==> config.mk <==
export PLATFORM = sky130hd
export DESIGN_NAME = speech_endpoint_detector
export DESIGN_NICKNAME = d
export VERILOG_FILES = /design/src/rtl/speech_endpoint_detector.sv
export SDC_FILE = /design/constraint.sdc
export NUM_CORES = 1
export LEC_CHECK = 0
export CORE_ASPECT_RATIO = 0.6
export CORE_MARGIN = 2
export CORE_UTILIZATION = 48
export DETAILED_ROUTE_END_ITERATION = 10
export GPL_TIMING_DRIVEN = 0
export PLACE_DENSITY = 0.76
export SYNTH_ARGS = -nofsm -noshare
export SYNTH_HDL_FRONTEND = slang
export SYNTH_SLANG_ARGS = --single-unit
==> constraint.sdc <==
create_clock -name iclk -period 2.4 [get_ports iclk]
set_input_delay 0.48 -clock iclk [delete_from_list [all_inputs] [get_ports iclk]]
set_output_delay 0.48 -clock iclk [all_outputs]
set_load 0.01 [all_outputs]
==> src/rtl/speech_endpoint_detector.sv <==
`default_nettype none
// ============================================================================
// Module   : speech_endpoint_detector
// Purpose  : Finds speech segment boundaries in a smoothed energy stream using
//            two-threshold hysteresis, an onset qualification count and a
//            hangover count. Reports start index, end index and length.
// Options  : define SEG_MAXLEN_EN to force-close segments at MAX_LEN samples.
// Revision : 1.0 - initial release
// ============================================================================
module speech_endpoint_detector #(
  parameter logic [15:0] ON_THRESH  = 16'd1000,
  parameter logic [15:0] OFF_THRESH = 16'd500,
  parameter int unsigned MIN_ON     = 8,
  parameter int unsigned HANGOVER   = 16,
  parameter logic [31:0] MAX_LEN    = 32'd16000
) (
  input  logic        iclk,
  input  logic        irstn,
  input  logic [15:0] idata,
  input  logic [31:0] iidx,
  input  logic        ivalid,
  output logic        ospeech,
  output logic        ostart,
  output logic [31:0] ostart_idx,
  output logic        oend,
  output logic [31:0] oend_idx,
  output logic [31:0] olen
);

  // Counts are 8 bits wide; both qualification limits fit in 1..255.
  localparam logic [7:0] c_min_on   = MIN_ON[7:0];
  localparam logic [7:0] c_hangover = HANGOVER[7:0];

  typedef enum logic [1:0] {
    SILENCE = 2'd0,
    ONSET   = 2'd1,
    SPEECH  = 2'd2,
    HANG    = 2'd3
  } state_t;

  state_t      state_q;
  logic [7:0]  cnt_q;
  logic [31:0] cand_start_q;
  logic [31:0] last_active_q;
  logic        ospeech_q;
  logic        ostart_q;
  logic [31:0] ostart_idx_q;
  logic        oend_q;
  logic [31:0] oend_idx_q;
  logic [31:0] olen_q;

  logic        w_on;
  logic        w_off;
  logic [7:0]  w_cnt_inc;
  logic [31:0] w_cur_len;

  assign w_on      = (idata >= ON_THRESH);
  assign w_off     = (idata < OFF_THRESH);
  assign w_cnt_inc = cnt_q + 8'd1;
  // Length of the open segment if it were closed at the last active sample.
  assign w_cur_len = last_active_q - ostart_idx_q + 32'd1;

`ifdef SEG_MAXLEN_EN
  logic [31:0] w_seg_len;
  logic        w_max_hit;
  // Length the segment would have if the current sample were its last.
  assign w_seg_len = iidx - ostart_idx_q + 32'd1;
  assign w_max_hit = (w_seg_len == MAX_LEN);
`else
  logic w_unused_max_len;
  assign w_unused_max_len = ^MAX_LEN;
`endif

  // Endpoint state machine; all outputs registered, everything frozen while ivalid is low.
  always_ff @(posedge iclk) begin
    if (!irstn) begin
      state_q       <= SILENCE;
      cnt_q         <= 8'd0;
      cand_start_q  <= 32'd0;
      last_active_q <= 32'd0;
      ospeech_q     <= 1'b0;
      ostart_q      <= 1'b0;
      ostart_idx_q  <= 32'd0;
      oend_q        <= 1'b0;
      oend_idx_q    <= 32'd0;
      olen_q        <= 32'd0;
    end else begin
      ostart_q <= 1'b0;
      oend_q   <= 1'b0;
      if (ivalid) begin
        case (state_q)
          SILENCE: begin
            if (w_on) begin
              cand_start_q <= iidx;
              cnt_q        <= 8'd1;
              if (c_min_on == 8'd1) begin
                state_q       <= SPEECH;
                ospeech_q     <= 1'b1;
                ostart_q      <= 1'b1;
                ostart_idx_q  <= iidx;
                last_active_q <= iidx;
              end else begin
                state_q <= ONSET;
              end
            end
          end

          ONSET: begin
            if (w_on) begin
              if (w_cnt_inc == c_min_on) begin
                state_q       <= SPEECH;
                ospeech_q     <= 1'b1;
                ostart_q      <= 1'b1;
                ostart_idx_q  <= cand_start_q;
                last_active_q <= iidx;
              end else begin
                cnt_q <= w_cnt_inc;
              end
            end else begin
              // A short burst that never qualified is dropped silently.
              state_q <= SILENCE;
            end
          end

          SPEECH, HANG: begin
`ifdef SEG_MAXLEN_EN
            // Length cap wins over every other transition on this sample.
            if (w_max_hit) begin
              state_q    <= SILENCE;
              ospeech_q  <= 1'b0;
              oend_q     <= 1'b1;
              oend_idx_q <= iidx;
              olen_q     <= MAX_LEN;
            end else
`endif
            if (!w_off) begin
              state_q       <= SPEECH;
              last_active_q <= iidx;
            end else if (state_q == SPEECH) begin
              cnt_q <= 8'd1;
              if (c_hangover == 8'd1) begin
                state_q    <= SILENCE;
                ospeech_q  <= 1'b0;
                oend_q     <= 1'b1;
                oend_idx_q <= last_active_q;
                olen_q     <= w_cur_len;
              end else begin
                state_q <= HANG;
              end
            end else if (w_cnt_inc == c_hangover) begin
              state_q    <= SILENCE;
              ospeech_q  <= 1'b0;
              oend_q     <= 1'b1;
              oend_idx_q <= last_active_q;
              olen_q     <= w_cur_len;
            end else begin
              cnt_q <= w_cnt_inc;
            end
          end

          default: begin
            state_q <= SILENCE;
          end
        endcase
      end
    end
  end

  assign ospeech    = ospeech_q;
  assign ostart     = ostart_q;
  assign ostart_idx = ostart_idx_q;
  assign oend       = oend_q;
  assign oend_idx   = oend_idx_q;
  assign olen       = olen_q;

endmodule
`default_nettype wire

**After elaboration in Yosys (flattened, before gate mapping)**

Index checks and enable logic that the tools add are counted.

- Flip-flop bits (word level): 173

- Add/sub/neg operators: 3
- Magnitude comparators: 2
- Equality and inequality tests: 16
- Mux-type cells: 26
- Bitwise gates (word level): 5
- Reduce and logical (&&, ||, !) cells: 12

Operator list:

| operator | count |
|---|---|
| $mux 32 | 3 |
| $pmux 32 s2 | 1 |
| $mux 8 | 6 |
| $add 32x1->32 const B | 1 |
| $sub 32x32->32 | 1 |
| $pmux 8 s3 | 1 |
| $ge 16x10->1 const B | 1 |
| $lt 16x9->1 const B | 1 |
| $ne 2x2->1 const B | 8 |
| $mux 2 | 6 |
| $reduce_and 4->1 | 3 |
| $reduce_and 5->1 | 2 |
| $add 8x1->8 const B | 1 |
| $eq 8x4->1 const B | 1 |
| $eq 8x5->1 const B | 1 |
| $mux 1 | 7 |
| $reduce_and 7->1 | 1 |
| $ne 3x3->1 const B | 2 |
| $pmux 2 s3 | 1 |
| $reduce_and 6->1 | 1 |
| $not 1->1 | 5 |
| $reduce_or 5->1 | 1 |
| $eq 2x2->1 const B | 2 |
| $ne 4x4->1 const B | 1 |
| 6 further kinds | 6 |

**Longest topological paths before layout**

Gate-level depths: netlist of the first run.

- Depth in word-level cells: 6
- Depth in mapped cells: 12

**Worst setup path before layout of the first run**

No wires, ideal clock.

- Kind: register -> register
- Start point: register ostart_idx_q[9], in the netlist ostart_idx[9]
- End point: register olen_q[23], in the netlist olen[23]
- Setup time: 0.062 ns
- Data arrival time: 2.612 ns
- Slack: -0.274 ns
- Cell stages (with the launch flop): 12
- Path buffers: 1
- Period minus slack after synthesis: 2.674 ns
- Path through: dfxtp_1 -> inv_1 -> ha_1 -> ha_1 -> clkbuf_1 -> nand3_1 -> nor3_1 -> nand3b_1 -> a211oi_1 -> a21boi_0 -> or4_1 -> nand3_1

- Word-level cells in the longest chain between the ends: 2

Ends and longest elaborated chain:

| what | line | text |
|---|---|---|
| from (decl) | 47 | `logic [31:0] ostart_idx_q;` |
| from (signal assigned) | 100 | `ostart_idx_q <= iidx;` |
| from (signal assigned) | 114 | `ostart_idx_q <= cand_start_q;` |
| $sub 32x32->32 | 61 | `assign w_cur_len = last_active_q - ostart_idx_q + 32'd1;` |
| $add 32x1->32 | 61 |  |
| to (signal assigned) | 146 | `olen_q <= w_cur_len;` |
| to (signal assigned) | 155 | `olen_q <= w_cur_len;` |
| to (decl) | 50 | `logic [31:0] olen_q;` |

No other way between the ends.
A chain may end at the register's enable or synchronous reset.

**Worst setup path after layout of the first run**

- Start point: register last_active_q[2]
- End point: register olen_q[28], in the netlist olen[28]

- Word-level cells in the longest chain between the ends: 2

Ends and longest elaborated chain:

| what | line | text |
|---|---|---|
| from (decl) | 44 | `logic [31:0] last_active_q;` |
| from (signal assigned) | 101 | `last_active_q <= iidx;` |
| from (signal assigned) | 115 | `last_active_q <= iidx;` |
| from (signal assigned) | 138 | `last_active_q <= iidx;` |
| $sub 32x32->32 | 61 |  |
| $add 32x1->32 | 61 |  |

No other way between the ends.

==> metrics.yaml, run 1 <==
root_buffer: "clkbuf_16"
critPathLaunchType: "register"
die_area_mm2: 0.0193
holdWs_ns: 0.455
violations: "setup timing"
final_util_pct: 80.1
fin_cells: 1608
ctsHoldBuffers: 0
cts_sinks: 173
grt_pass1_vias: 8835
netlist_area_mm2: 0.00871
cts_tree: "yes"
total_leakage_power_nw: 5.79
vias_per_cell: 6.31
end_kind: "register"
timing.final.ws_setup_ns: -0.581
drv_cap: 0
fin_nets: 1470
synth_cell_type_count: 66
nFillCells: 1001
rows: 38
drive_gt1_share_pct: 35.6
ys_ff_latch: 173
dpl.cell_count: 1475
hold_viol_final: 0
num_antenna_cells: 0
worst_hold_path.endpoint: "ostart_idx[24]"
h-tree-depth: 4
yosysMostFrequentCell: "nand2_1"
vias: 10200
synthFlopType: "dfxtp_1"
die_w_um: 178
multi_input_area_mm2: 0.00646
yosys-top-cells-area: "dfxtp_1 (40%), nand2_1 (11%), a21oi_1 (9.1%)"
crit_arrival_ns: 3.36
yosysTopAreaCellShare_pct: 39.8
drc: 0
postSynthNetCount: 1204
cts_max_path_buffers: 2
gr-total-overflow: 0
regArea_mm2: 0.00353
relSlewSlack_pct: 32.5
wirelength_mm: 39.1
synth_top_area_cell: "dfxtp_1"
ant_nets: 0
setup_viol: 123
ir_drop_v: 0.000489
pre_cts_slack_ns: -1.24
dp_hpwl_mm: 20.4
gp_congestion: 0.937
die_y_um: 108
io_pins: 150
synth.top_cells.by_count: "nand2_1 (266), dfxtp_1 (173), a21oi_1 (159)"
cts_buffers: 17
avgSynthCellArea_um2: 8.00
ys_warn_count: 0
syn_to_final_growth_pct: 64.9
p_per_area_mw_per_mm2: 443
path_class: "reg -> reg"
dr.pass1.iters: 7
synth_cells: 1089
rr_endpoint: "olen[28]"
grt_max_degree: 21
port_buffers: 146
required_ns: 2.78
worst_pin_slew_ns: 1.01
synth_edf_count: 0
start_util_pct: 48.6
wl_per_cell_um: 24.3
outcome: "complete, but fails checks"
reg2regPathDepth: 9
antenna_found_initial: 0
hp-start: "cand_start_q[24]"
cts.clk_slew.worst_paths_ns: 0.08
hold_depth: 2
grtUsageTotal_pct: 32.1
insertion_delay_ns: 0.45
rrSetupSlack_ns: -0.58
post-route-period-util_pct: 124
yosysSeqAreaShare_pct: 39.8
rsz0062_at_grt: "yes"
drt_iter0_drc: 1225
hold_path_class: "reg -> reg"
grt_pass1_wl_mm: 47.5
async_reset_ff_share_pct: 0
r2r_start: "last_active_q[2]"
core_mm2: 0.0179
slew_violations: 0
fmax_ghz: 0.336
period_minus_slack_ns: 2.98
path_max_fanout: 3
fin_worst_skew_ns: 0.0220
## cells by family (layout without fill, tap and decap cells)
group	count (synthesis)	count (layout)	share of synthesized area [%]
AO/OA/AOI/OAI	269	269	18.0
XOR/XNOR	20	20	2.01
adder cells (fa/ha/maj)	64	64	9.28
buffers and inverters	104	383	5.19
flip-flops	173	173	39.8
multiplexers	34	34	3.91
AND/OR/NAND/NOR	425	425	21.8
## repair_timing
action	4_1_cts	5_1_grt
pin swaps	66	166
setup endpoints to repair	172	170
resized for setup	191	331
cloned	3	15
setup buffers	56	33
## how the worst max path moves through the flow
stage	to	from	slack [ns]
after global routing	olen[24]	ostart_idx[2]	-0.56
after floorplan	olen[27]	last_active_q[1]	-0.11
after global placement	cand_start_q[5]	idata[7]	-1.21
after CTS	olen[23]	last_active_q[1]	-0.15
after detailed placement	cand_start_q[5]	idata[7]	-1.24
final	olen[28]	last_active_q[2]	-0.58
## power breakdown
| group | internal (mW) | switching (mW) |
|---|---|---|
| registers | 2.90 | 0.0405 |
| clock network | 1.53 | 1.47 |
| logic | 0.151 | 0.264 |
| total | 4.58 | 1.77 |
## flip-flops by register name (all words and copies together), names as in the netlist
name,flops
oend_idx,32
cnt_q,8
ospeech,1
oend,1
olen,32
cand_start_q,32
state_q,2
last_active_q,32
ostart_idx,32
ostart,1
## layout make-up
class | count | share of cell area, %
plain buffers | 58 | 3.96
well taps | 240 | 2.09
clock inverters | 15 | 1.50
multi-input cells | 812 | 45.0
repair buffers | 251 | 18.9
clock buffers | 17 | 2.96
inverters | 42 | 1.10
flip-flops and latches | 173 | 24.6
## placed cells by master, fill, tap and decap left out, drive strengths merged, types with 7 or more instances in the layout
| master | netlist | final |
|---|---|---|
| xnor2 | 12 | 12 |
| dfxtp | 173 | 173 |
| or4 | 8 | 8 |
| and3 | 7 | 7 |
| or3 | 7 | 7 |
| nor2 | 56 | 56 |
| nand4 | 15 | 15 |
| nor3 | 12 | 12 |
| xor2 | 8 | 8 |
| mux2i | 34 | 34 |
| a21oi | 159 | 159 |
| nand3 | 27 | 27 |
| ha | 63 | 63 |
| nand2 | 267 | 267 |
| buf | 17 | 114 |
| inv | 42 | 48 |
| nor2b | 7 | 7 |
| o21ai | 39 | 39 |
| clkbuf | 45 | 66 |
| o21a | 7 | 7 |
| clkdlybuf4s50 | 0 | 145 |
| o211ai | 12 | 12 |
| clkinv | 0 | 8 |
## worst max-delay path: stages, from the launching register on
cell      delay, ns
dfxtp_1        0.44
ha_4           0.25
ha_1           0.37
a211oi_2       0.12
o211ai_1       0.55
a41oi_4        0.29
a21oi_4        0.30
a21oi_2        0.09
or4_1          0.40
nand3_1        0.10
## per-layer routing
layer  routed length [um]  up-vias  GRT usage, %
met1                15300     4804          46.0
met4                 2500        0          10.5
met2                16500      795          47.3
met3                 4820      247          7.84
li1                     -     4305             -
met5                    0        -             0
## per-stage QoR
step           instance area, um^2  power (mW)  TNS (ns)
2_1_floorplan                 8800        3.16    -0.238
6_report                     14400        6.36    -14.38
3_5_place_dp                 10600        3.33   -118.94
3_3_place_gp                 10600        3.33   -115.74
5_1_grt                      14400        6.46    -21.01
4_1_cts                      12500        6.22     -1.28
Note: power is estimated with default switching activity, not from simulation.
==> run 2, diff against run 1 <==
ABC_CLOCK_PERIOD_IN_PS = 2400   (was default)
==> results of run 2 <==
The final DEF is identical to that of run 1; final timing and power are the same.
==> run 3, diff against run 2 <==
CELL_PAD_IN_SITES_DETAIL_PLACEMENT = 1   (was default)
CELL_PAD_IN_SITES_GLOBAL_PLACEMENT = 2   (was default)
CORE_UTILIZATION = 28   (was 48)
PLACE_DENSITY = default   (was 0.76)
PLACE_DENSITY_LB_ADDON = 0.1   (was default)
==> run 3 against run 2 <==
Effect of this change:
- die area increased by 69%
- critical path depth rose by 3
- sequential cell count is the same
- sequential share of layout area about the same
- the flow still finishes with violations (setup timing)
- via count shrank 11%
- combinational power decreased by 2%
==> metrics.yaml, run 3 (synthesis results as in run 1) <==
wl_per_cell_um: 21.3
regArea_mm2: 0.00355
vias_per_cell: 5.03
num_antenna_cells: 0
slowest_stage: "fa_2"
total_leakage_power_nw: 5.47
worst_pin_slew_ns: 0.943
antenna_found_initial: 0
die_y_um: 141
fin_nets: 1484
gr-total-overflow: 0
critical_path_depth: 12
rsz0062_at_grt: "yes"
grt_pass1_wl_mm: 54.7
die_area_mm2: 0.0326
cts.clk_slew.worst_paths_ns: 0.08
r2r_start: "last_active_q[1]"
rrSetupSlack_ns: -0.30
crit_path_start: "last_active_q[1]"
gp_congestion: 0.858
rr_endpoint: "olen[11]"
crit_family: "compound AO/OA/AOI/OAI gates"
fin_tns_setup_ns: -3.12
reg2regPathDepth: 12
p_seq_share_pct: 46.9
port_buffers: 146
crit_arrival_ns: 3.03
setup_viol: 25
ant_nets: 0
drv_cap: 0
fin_area_mm2: 0.0144
timing.final.ws_setup_ns: -0.295
final_cell_mix: "nand2_1 (213), clkdlybuf4s50_1 (146), dfxtp_1 (132)"
critPathLaunchType: "register"
end_kind: "register"
die_w_um: 232
dr.pass1.iters: 5
outcome: "complete, but fails checks"
pwr-share-clk_pct: 46.5
fmax_ghz: 0.371
insertion_delay_ns: 0.46
required_ns: 2.73
wirelength_mm: 38.1
power_mw: 6.23
crit_chain: "inv_2 -> ha_4 -> inv_2 -> ha_4 -> fa_2 -> a21o_1 -> a221oi_4 -> buf_4 -> o21ai_4 -> a31oi_1 -> xor2_1 -> o21ai_1"
vias: 9010
grtUsageTotal_pct: 22.4
fin_worst_skew_ns: 0.0159
intPower_mw: 4.64
violations: "setup timing"
path_class: "reg -> reg"
drt_iter0_drc: 452
ir_drop_v: 0.000430
p_per_area_mw_per_mm2: 432
holdWs_ns: 0.446
slowest_delay_ns: 0.36
multi_input_area_mm2: 0.00636
ctsHoldBuffers: 0
cts_max_path_buffers: 2
root_buffer: "clkbuf_16"
h-tree-depth: 4
io_pins: 150
hold_path_class: "reg -> reg"
period_minus_slack_ns: 2.70
rows: 49
drive_gt1_share_pct: 34.4
core_mm2: 0.0303
grt_max_degree: 17
drc: 0
syn_to_final_growth_pct: 65.9
path_buf_inv: 3
p_switching_mw: 1.59
grt_pass1_vias: 8914
hold_viol_final: 0
relSlewSlack_pct: 37.1
final_util_pct: 47.7
start_util_pct: 28.8
place_area_mm2: 0.0108
mostFrequentLayoutCell: "nand2_1"
cts_tree: "yes"
post-route-period-util_pct: 112
critical_path.endpoint: "olen[11]"
path_max_fanout: 3
switching_share_pct: 25.5
p_comb_share_pct: 6.6
dp_hpwl_mm: 26.5
nFillCells: 3435
cts_sinks: 173
cts_buffers: 17
slew_violations: 0
-- run 3: cell types whose count changed in the layout (fill, tap and decap cells not counted), sizes merged --
cell,delta
inv,-2
clkdlybuf4s50,+1
clkbuf,-3
clkinv,-2
buf,+19
clkinvlp,+1
bufinv,+1
dlymetal6s2s,-1
-- run 3: layer usage --
metal | track usage [%] | routed length, um | vias up
li1 | - | - | 4358
met2 | 30.1 | 15300 | 191
met1 | 36.2 | 20800 | 4445
met3 | 3.92 | 1770 | 16
met4 | 4.08 | 235 | 0
met5 | 0 | 0 | -
-- run 3: metrics by stage --
| stage | cells | setup slack, ns |
|---|---|---|
| after floorplan | 1089 | -0.115 |
| after global placement | 1643 | -1.55 |
| after global routing | 1790 | -0.370 |
| after CTS | 1749 | -0.263 |
| after detailed placement | 1643 | -1.50 |
| final | 1790 | -0.295 |
-- run 3: layout make-up --
| class | instances | share of cell area (%) |
|---|---|---|
| flip-flops and latches | 173 | 24.6 |
| multi-input cells | 812 | 44.0 |
| clock inverters | 13 | 1.09 |
| inverters | 42 | 1.09 |
| plain buffers | 57 | 3.79 |
| well taps | 408 | 3.53 |
| clock buffers | 19 | 3.07 |
| repair buffers | 266 | 18.9 |
-- run 3: timing repair --
action | 4_1_cts | 5_1_grt
pin swaps | 80 | 149
gates resized for setup | 251 | 238
buffers inserted | 72 | 39
cloned | 4 | 10
endpoints found under the setup margin | 173 | 156
-- run 3: worst min path at each step --
stage	from	end	slack [ns]	depth (start not counted)
floorplan	cand_start_q[10]	ostart_idx[10]	0.43	2
global placement	cand_start_q[1]	ostart_idx[1]	0.44	2
detailed placement	oend_idx[10]	oend_idx[10]	0.45	2
CTS	cand_start_q[8]	ostart_idx[8]	0.45	2
global route	cand_start_q[0]	ostart_idx[0]	0.47	2
finish	cand_start_q[8]	ostart_idx[8]	0.45	2
-- run 3: power groups by stage --
stage	clock network [mW]	logic (mW)	registers, mW
floorplan	0	0.160	3.00
global placement	0	0.352	3.00
detailed placement	0	0.355	3.00
CTS	2.97	0.384	2.93
global route	3.09	0.440	2.93
finish	2.90	0.408	2.93
-- run 3: worst register-to-register path, cell delays in order, from the launching register on --
cell and delay [ns]:
dfxtp_2 0.34, inv_2 0.05, ha_4 0.25, inv_2 0.04, ha_4 0.16, fa_2 0.36, a21o_1 0.25, a221oi_4 0.28
buf_4 0.17, o21ai_4 0.05, a31oi_1 0.17, xor2_1 0.36, o21ai_1 0.11
